[src/rtl/snitch_wrr_scheduler_pkg.sv]
// Shared payload types for the weighted
// round-robin data-port scheduler.
package snitch_wrr_scheduler_pkg;

  typedef struct packed {
    logic [31:0] addr;
    logic [31:0] data;
    logic [3:0]  strb;
    logic        write;
  } dreq_t;

  typedef struct packed {
    logic [31:0] data;
    logic        error;
  } dresp_t;

endpackage

[src/rtl/snitch_wrr_pick.sv]
// Rotating-priority find-first: returns the
// first set mask bit searched from ptr_i+1.
module snitch_wrr_pick #(
  parameter int unsigned NrPorts = 4
) (
  input  logic [NrPorts-1:0]         mask_i,
  input  logic [$clog2(NrPorts)-1:0] ptr_i,
  output logic [$clog2(NrPorts)-1:0] idx_o,
  output logic                       valid_o
);

  localparam int unsigned IdxWidth =
    $clog2(NrPorts);

  logic [IdxWidth-1:0] cand;

  always_comb begin
    idx_o   = '0;
    valid_o = 1'b0;
    cand    = '0;
    for (int unsigned k = 1; k <= NrPorts; k++) begin
      cand = IdxWidth'(
        (32'(ptr_i) + k) % NrPorts);
      if (!valid_o && mask_i[cand]) begin
        idx_o   = cand;
        valid_o = 1'b1;
      end
    end
  end

endmodule

[src/rtl/snitch_wrr_scheduler.sv]
// Weighted round-robin scheduler with per-port
// outstanding caps and in-order response routing.
module snitch_wrr_scheduler
  import snitch_wrr_scheduler_pkg::*;
#(
  parameter int unsigned NrPorts        = 4,
  parameter type         req_t          = dreq_t,
  parameter type         resp_t         = dresp_t,
  parameter int unsigned WeightWidth    = 4,
  parameter int unsigned MaxOutstanding = 4,
  parameter int unsigned RespDepth      = 8
) (
  input  logic clk_i,
  input  logic rst_ni,
  input  logic [NrPorts-1:0][WeightWidth-1:0]
               weight_i,
  input  req_t [NrPorts-1:0] req_payload_i,
  input  logic [NrPorts-1:0] req_valid_i,
  output logic [NrPorts-1:0] req_ready_o,
  output resp_t [NrPorts-1:0] resp_payload_o,
  output logic [NrPorts-1:0] resp_last_o,
  output logic [NrPorts-1:0] resp_valid_o,
  input  logic [NrPorts-1:0] resp_ready_i,
  output req_t req_payload_o,
  output logic req_valid_o,
  input  logic req_ready_i,
  input  resp_t resp_payload_i,
  input  logic resp_last_i,
  input  logic resp_valid_i,
  output logic resp_ready_o,
  output logic [NrPorts-1:0]
               [$clog2(MaxOutstanding+1)-1:0]
               outstanding_o,
  output logic busy_o
);

  localparam int unsigned IdxWidth =
    $clog2(NrPorts);
  localparam int unsigned CntWidth =
    $clog2(MaxOutstanding+1);
  localparam int unsigned PtrWidth =
    $clog2(RespDepth);
  localparam int unsigned FillWidth =
    $clog2(RespDepth+1);

  typedef enum logic [1:0] {
    IDLE,
    HOLD,
    BURST
  } state_e;

  state_e state_q, state_d;

  logic [IdxWidth-1:0]    ptr_q, ptr_d;
  logic [IdxWidth-1:0]    cur_q, cur_d;
  logic [WeightWidth-1:0] cnt_q, cnt_d;
  logic [WeightWidth-1:0] wgt_q, wgt_d;

  logic [NrPorts-1:0][CntWidth-1:0] outst_q;
  logic [NrPorts-1:0][CntWidth-1:0] outst_d;

  logic [IdxWidth-1:0]  mem_q [RespDepth];
  logic [IdxWidth-1:0]  mem_d [RespDepth];
  logic [PtrWidth-1:0]  wptr_q, wptr_d;
  logic [PtrWidth-1:0]  rptr_q, rptr_d;
  logic [FillWidth-1:0] fill_q, fill_d;

  logic                   fifo_full;
  logic                   fifo_empty;
  logic [NrPorts-1:0]     eligible;
  logic [IdxWidth-1:0]    pick_idx;
  logic                   pick_valid;
  logic [IdxWidth-1:0]    sel;
  logic [IdxWidth-1:0]    owner;
  logic [WeightWidth-1:0] wgt_sel;
  logic                   req_hs;
  logic                   push;
  logic                   pop;

  assign fifo_full  =
    (fill_q == FillWidth'(RespDepth));
  assign fifo_empty = (fill_q == '0);

  // Gated by reset so no request leaks out
  // combinationally while rst_ni is low.
  always_comb begin
    for (int i = 0; i < NrPorts; i++) begin
      eligible[i] = rst_ni
        & req_valid_i[i]
        & (weight_i[i] != '0)
        & (outst_q[i] <
           CntWidth'(MaxOutstanding))
        & ~fifo_full;
    end
  end

  snitch_wrr_pick #(
    .NrPorts (NrPorts)
  ) i_pick (
    .mask_i  (eligible),
    .ptr_i   (ptr_q),
    .idx_o   (pick_idx),
    .valid_o (pick_valid)
  );

  always_comb begin
    sel         = pick_idx;
    req_valid_o = pick_valid;
    unique case (state_q)
      HOLD: begin
        sel         = cur_q;
        req_valid_o = 1'b1;
      end
      BURST: begin
        sel         = cur_q;
        req_valid_o = eligible[cur_q];
      end
      default: ;
    endcase
  end

  assign req_payload_o = req_payload_i[sel];
  assign req_hs  = req_valid_o & req_ready_i;
  assign push    = req_hs;
  assign wgt_sel = (state_q == IDLE)
                 ? weight_i[sel] : wgt_q;

  always_comb begin
    req_ready_o      = '0;
    req_ready_o[sel] = req_valid_o & req_ready_i;
  end

  always_comb begin
    state_d = state_q;
    ptr_d   = ptr_q;
    cur_d   = cur_q;
    cnt_d   = cnt_q;
    wgt_d   = wgt_q;
    unique case (state_q)
      IDLE, HOLD: begin
        if (req_hs) begin
          if (wgt_sel == WeightWidth'(1)) begin
            state_d = IDLE;
            ptr_d   = sel;
          end else begin
            state_d = BURST;
            cur_d   = sel;
            wgt_d   = wgt_sel;
            cnt_d   = WeightWidth'(1);
          end
        end else if (state_q == IDLE
                     && req_valid_o) begin
          state_d = HOLD;
          cur_d   = sel;
          wgt_d   = wgt_sel;
        end
      end
      BURST: begin
        // A dropped requester forfeits the
        // remainder of its burst.
        if (!eligible[cur_q]) begin
          state_d = IDLE;
          ptr_d   = cur_q;
        end else if (req_hs) begin
          cnt_d = cnt_q + WeightWidth'(1);
          if (cnt_d == wgt_q) begin
            state_d = IDLE;
            ptr_d   = cur_q;
          end
        end
      end
      default: state_d = IDLE;
    endcase
  end

  assign owner = mem_q[rptr_q];

  assign resp_ready_o =
    resp_ready_i[owner] & ~fifo_empty;
  assign pop = resp_valid_i & resp_ready_o
             & resp_last_i;

  always_comb begin
    resp_valid_o = '0;
    if (!fifo_empty) begin
      resp_valid_o[owner] = resp_valid_i;
    end
  end

  assign resp_payload_o =
    {NrPorts{resp_payload_i}};
  assign resp_last_o = {NrPorts{resp_last_i}};

  always_comb begin
    mem_d  = mem_q;
    wptr_d = wptr_q;
    rptr_d = rptr_q;
    fill_d = fill_q;
    if (push) begin
      mem_d[wptr_q] = sel;
      wptr_d = (wptr_q ==
                PtrWidth'(RespDepth-1))
             ? '0 : wptr_q + PtrWidth'(1);
    end
    if (pop) begin
      rptr_d = (rptr_q ==
                PtrWidth'(RespDepth-1))
             ? '0 : rptr_q + PtrWidth'(1);
    end
    if (push && !pop) begin
      fill_d = fill_q + FillWidth'(1);
    end else if (pop && !push) begin
      fill_d = fill_q - FillWidth'(1);
    end
  end

  always_comb begin
    outst_d = outst_q;
    for (int i = 0; i < NrPorts; i++) begin
      unique case ({
        push && sel == IdxWidth'(i),
        pop && owner == IdxWidth'(i)})
        2'b10:
          outst_d[i] = outst_q[i]
                     + CntWidth'(1);
        2'b01:
          outst_d[i] = outst_q[i]
                     - CntWidth'(1);
        default: ;
      endcase
    end
  end

  assign outstanding_o = outst_q;
  assign busy_o = (|outst_q)
                | (state_q != IDLE);

  always_ff @(posedge clk_i or negedge rst_ni) begin
    if (!rst_ni) begin
      state_q <= IDLE;
      ptr_q   <= IdxWidth'(NrPorts-1);
      cur_q   <= '0;
      cnt_q   <= '0;
      wgt_q   <= '0;
      outst_q <= '0;
      wptr_q  <= '0;
      rptr_q  <= '0;
      fill_q  <= '0;
      for (int i = 0; i < RespDepth; i++) begin
        mem_q[i] <= '0;
      end
    end else begin
      state_q <= state_d;
      ptr_q   <= ptr_d;
      cur_q   <= cur_d;
      cnt_q   <= cnt_d;
      wgt_q   <= wgt_d;
      outst_q <= outst_d;
      wptr_q  <= wptr_d;
      rptr_q  <= rptr_d;
      fill_q  <= fill_d;
      mem_q   <= mem_d;
    end
  end

  a_hold_stable: assert property (
    @(posedge clk_i) disable iff (!rst_ni)
    state_q == HOLD |-> req_valid_i[cur_q]);

  a_resp_owner: assert property (
    @(posedge clk_i) disable iff (!rst_ni)
    resp_valid_i |-> !fifo_empty);

  a_no_overflow: assert property (
    @(posedge clk_i) disable iff (!rst_ni)
    push |-> outst_q[sel] !=
      CntWidth'(MaxOutstanding));

  a_no_underflow: assert property (
    @(posedge clk_i) disable iff (!rst_ni)
    pop |-> outst_q[owner] != '0);

endmodule

[config.mk]
export PLATFORM = sky130hd
export DESIGN_NAME = snitch_wrr_scheduler
export DESIGN_NICKNAME = d
export VERILOG_FILES = /design/src/rtl/snitch_wrr_scheduler_pkg.sv /design/src/rtl/snitch_wrr_pick.sv /design/src/rtl/snitch_wrr_scheduler.sv
export SDC_FILE = /design/constraint.sdc
export NUM_CORES = 1
export LEC_CHECK = 0
export ABC_AREA = 1
export CORE_AREA = 2 2 223 225
export CTS_BUF_LIST = sky130_fd_sc_hd__clkbuf_16
export CTS_CLUSTER_SIZE = 25
export DETAILED_ROUTE_END_ITERATION = 16
export DIE_AREA = 0 0 225 227
export PLACE_DENSITY = 0.42
export SLEW_MARGIN = 20
export SYNTH_ARGS = -nofsm -noshare
export SYNTH_HDL_FRONTEND = slang
export SYNTH_SLANG_ARGS = --single-unit
[constraint.sdc]
create_clock -name clk_i -period 4.6 [get_ports clk_i]
set_input_delay 1.15 -clock clk_i [delete_from_list [all_inputs] [get_ports clk_i]]
set_output_delay 1.15 -clock clk_i [all_outputs]
set_load 0.05 [all_outputs]
==> flow_summary.json <==
{
  "multiInputGateArea_um2": 4190,
  "register_area_um2": 1300,
  "tightest_slew_ns": 0.684,
  "synth-async-reset-ratio_pct": 100,
  "routed_via_density": 4.11,
  "die-area_um2": 51100,
  "run_status": "complete, no violations",
  "rsz0062_at_grt": "true",
  "io_pins": 566,
  "primary_flip_flop_cell_chosen_by_synthesis_mapping": "sky130_fd_sc_hd__dfrtp_1",
  "slew_margin_rel_pct": 54.4,
  "yosys.area_share.adder_pct": 4.54,
  "count_of_vias_placed_by_the_detailed_router": 7847,
  "yosys.area_share.simple_pct": 34.3,
  "cts_inserted_buffers": 5,
  "synth_xor_area_share_pct": 2.47,
  "postSynthAreaPerCell_um2": 6.55,
  "overflow": 0,
  "layout.cell_area.non_filler_um2": 12500,
  "ctsHoldBuffers": 0,
  "wire_length_of_the_first_global_routing_pass_um": 52100,
  "netlist_area_um2": 6340,
  "netlist.top_cell.by_area": "sky130_fd_sc_hd__dfrtp_1",
  "first_global_vias": 7974,
  "upper_clock_frequency_limit_ghz": 0.219,
  "synth_compound_gate_area_share_pct": 14.3,
  "place_worst_setup_slack_ns": -0.599,
  "gr-usage-all-layers_pct": 13.9,
  "placement.io_buffers": 400,
  "postSynthCellCount": 967,
  "critical_path.max_fanout": 10,
  "fin_ws_ns": 0.0352,
  "gp_weighted_congestion": 0.892,
  "htreeDepth": 2,
  "detailedPlacementHpwl_um": 31300,
  "synth_top_family_by_area": "simple AND/OR/NAND/NOR gates",
  "cp_data_required_time_ns": 3.45,
  "synth-seq-cells": 52,
  "post-route-period-util_pct": 99.2,
  "report.final.hold_viol_count": 0,
  "fin_setup_tns_ns": 0,
  "use_met1_pct": 15.2,
  "core-area_um2": 48500,
  "synth-seq-area-share_pct": 20.6,
  "layout.filler_cells": 5276,
  "grt_most_used_layer": "met2",
  "row_count": 81,
  "groute.layer.met3.usage_pct": 4.19,
  "drt_wl_cell_um": 20.1,
  "netlist.area_leader.share_pct": 19.7,
  "fin_nets": 1640,
  "layout_min_cycle_time_ns": 4.56,
  "clock-root-buffer": "sky130_fd_sc_hd__clkbuf_16",
  "placement.cell_area_um2": 11200,
  "ant_nets": 0,
  "die_w_um": 225,
  "synth_common_cells": "sky130_fd_sc_hd__nand2_1, sky130_fd_sc_hd__nand3_1, sky130_fd_sc_hd__buf_4, sky130_fd_sc_hd__inv_1, sky130_fd_sc_hd__a22oi_1",
  "critical_path_arrival_ns": 3.41,
  "clkSinkCount": 52,
  "synthMuxAreaShare_pct": 0.178,
  "setup_viol": 0,
  "endpoint_kind": "primary output",
  "total_wirelength_um": 38400,
  "worstSetupPathType": "in -> out",
  "ys_warn_count": 0,
  "maxCapViolations": 0,
  "remaining_routing_drc_violations": 0,
  "area_growth_pct": 97.5,
  "synth_unique_cells": 38,
  "slew_viol_final": 0,
  "synth.top_cells.by_area": "sky130_fd_sc_hd__dfrtp_1, sky130_fd_sc_hd__buf_4, sky130_fd_sc_hd__nand3_1",
  "worst_setup_hold_path_clk_slew_ns": 0.07,
  "pin_count_of_the_biggest_net_entering_global_routing": 56,
  "worst_clock_skew_ns": 0.00780,
  "cts_tree": "yes",
  "firstDrtPassIters": 4,
  "worstHoldPathType": "reg -> reg",
  "number_of_enable_flip_flop_cells_after_synthesis": 0,
  "die_span_in_y_um": 227,
  "floorplan.initialDensity_pct": 13.1,
  "clock_latency_ns": 0.30,
  "grt_antenna_before_repair": 8,
  "post_route_cells_drive_above_1_share_pct": 26.4,
  "yosys.cell_count.top_type": "sky130_fd_sc_hd__nand2_1",
  "syn-num-nets": 1325,
  "crit_path_start_kind": "input port",
  "cts_max_path_buffers": 2,
  "grt.met2_usage_pct": 25.0,
  "drt_first_iter_violations": 328
}
[per-stage QoR]
step | std cells | hold WS (ns) | utilization [%]
floorplan | 967 | 0.459 | -
global placement | 1872 | 0.473 | 23.1
detailed placement | 1872 | 0.477 | 23.1
CTS | 1887 | 0.493 | 24.4
global route | 1906 | 0.512 | 25.8
finish | 1907 | 0.492 | 25.8
[final timing paths]
kind / cells past startpoint / slack, ns / endpoint / from
min in group asynchronous: 2 / 1.03 / mem_q[13] / rst_ni
worst max-delay path: 18 / 0.04 / req_payload_o[30] / rst_ni
worst min register to register: 2 / 0.49 / cnt_q[3] / cnt_q[3]
max in group asynchronous: 2 / 3.12 / wgt_q[1] / rst_ni
worst min-delay path: 2 / 0.49 / cnt_q[3] / cnt_q[3]
worst max register to register: 20 / 0.80 / fill_q[3] / rptr_q[0]
[sequential cells by signal, summed over array words and instances (netlist names)]
register       flops
cnt_q              4
cur_q              2
fill_q             4
mem_q             16
outstanding_o     12
ptr_q              2
rptr_q             3
state_q            2
wgt_q              4
wptr_q             3
[critical path: stages]
cell and delay (ns):
sky130_fd_sc_hd__buf_12 0.11, sky130_fd_sc_hd__nand2_2 0.06, sky130_fd_sc_hd__nor2_4 0.15, sky130_fd_sc_hd__nand3_2 0.11, sky130_fd_sc_hd__nand2_2 0.10, sky130_fd_sc_hd__nand3_1 0.09
sky130_fd_sc_hd__a21oi_1 0.20, sky130_fd_sc_hd__nand2_1 0.08, sky130_fd_sc_hd__o21ai_2 0.07, sky130_fd_sc_hd__nand2_2 0.07, sky130_fd_sc_hd__nand2_4 0.07, sky130_fd_sc_hd__buf_12 0.12
sky130_fd_sc_hd__nor2_4 0.06, sky130_fd_sc_hd__buf_12 0.15, sky130_fd_sc_hd__buf_16 0.15, sky130_fd_sc_hd__a22oi_1 0.24, sky130_fd_sc_hd__nand3_2 0.19, sky130_fd_sc_hd__buf_12 0.20
[cell usage in the layout, fill, tap and decap left out, types with 2 or more instances in the layout]
cell type / n
sky130_fd_sc_hd__a21oi_1: 16
sky130_fd_sc_hd__a22oi_1: 40
sky130_fd_sc_hd__a22oi_2: 29
sky130_fd_sc_hd__buf_12: 91
sky130_fd_sc_hd__buf_16: 4
sky130_fd_sc_hd__buf_4: 46
sky130_fd_sc_hd__buf_6: 14
sky130_fd_sc_hd__buf_8: 3
sky130_fd_sc_hd__clkbuf_16: 13
sky130_fd_sc_hd__clkbuf_2: 14
sky130_fd_sc_hd__clkdlybuf4s50_1: 304
sky130_fd_sc_hd__dfrtp_1: 50
sky130_fd_sc_hd__dfstp_2: 2
sky130_fd_sc_hd__diode_2: 2
sky130_fd_sc_hd__fa_1: 5
sky130_fd_sc_hd__ha_1: 15
sky130_fd_sc_hd__inv_1: 71
sky130_fd_sc_hd__inv_2: 3
sky130_fd_sc_hd__nand2_1: 191
sky130_fd_sc_hd__nand2_2: 20
sky130_fd_sc_hd__nand2_4: 9
sky130_fd_sc_hd__nand3_1: 117
sky130_fd_sc_hd__nand3_2: 57
sky130_fd_sc_hd__nand3_4: 4
sky130_fd_sc_hd__nand3b_1: 3
sky130_fd_sc_hd__nand4_1: 10
sky130_fd_sc_hd__nor2_1: 49
sky130_fd_sc_hd__nor2_2: 6
sky130_fd_sc_hd__nor2_4: 15
sky130_fd_sc_hd__nor4_1: 3
sky130_fd_sc_hd__o211ai_1: 2
sky130_fd_sc_hd__o21a_1: 11
sky130_fd_sc_hd__o21ai_0: 35
sky130_fd_sc_hd__xnor2_1: 11
sky130_fd_sc_hd__xor2_1: 5
[routing by layer]
layer  wire length [µm]  part of all wire (%)
met5                 62                  0.16
met4               1570                   4.1
met3               3120                   8.1
met2              19200                    50
met1              14500                    38
[repair_timing]
action,CTS,global route
gates cloned,3,8
pin swaps,16,64
endpoints found under the setup margin,75,73
gates resized for setup,123,126
buffers inserted,4,14
[cell type report]
class	count	area share, %
inverters	75	2.27
clock buffers	5	1.00
repair buffers	486	46.4
flip-flops and latches	52	10.4
diodes	2	0.0400
well taps	622	6.22
multi-input cells	662	33.5
clock inverters	3	0.140
[kinds of logic (layout without fill, tap and decap cells)]
family,Yosys count,in the layout
mux,1,1
xor+xnor,17,17
flops,52,52
buf+inv,253,569
simple gates,486,486
compound gates,138,138
fa+ha+maj,20,20
other cells,0,2
Power is not shown: default switching activity piles up to over one toggle a cycle in this logic, so the estimate is an artifact.
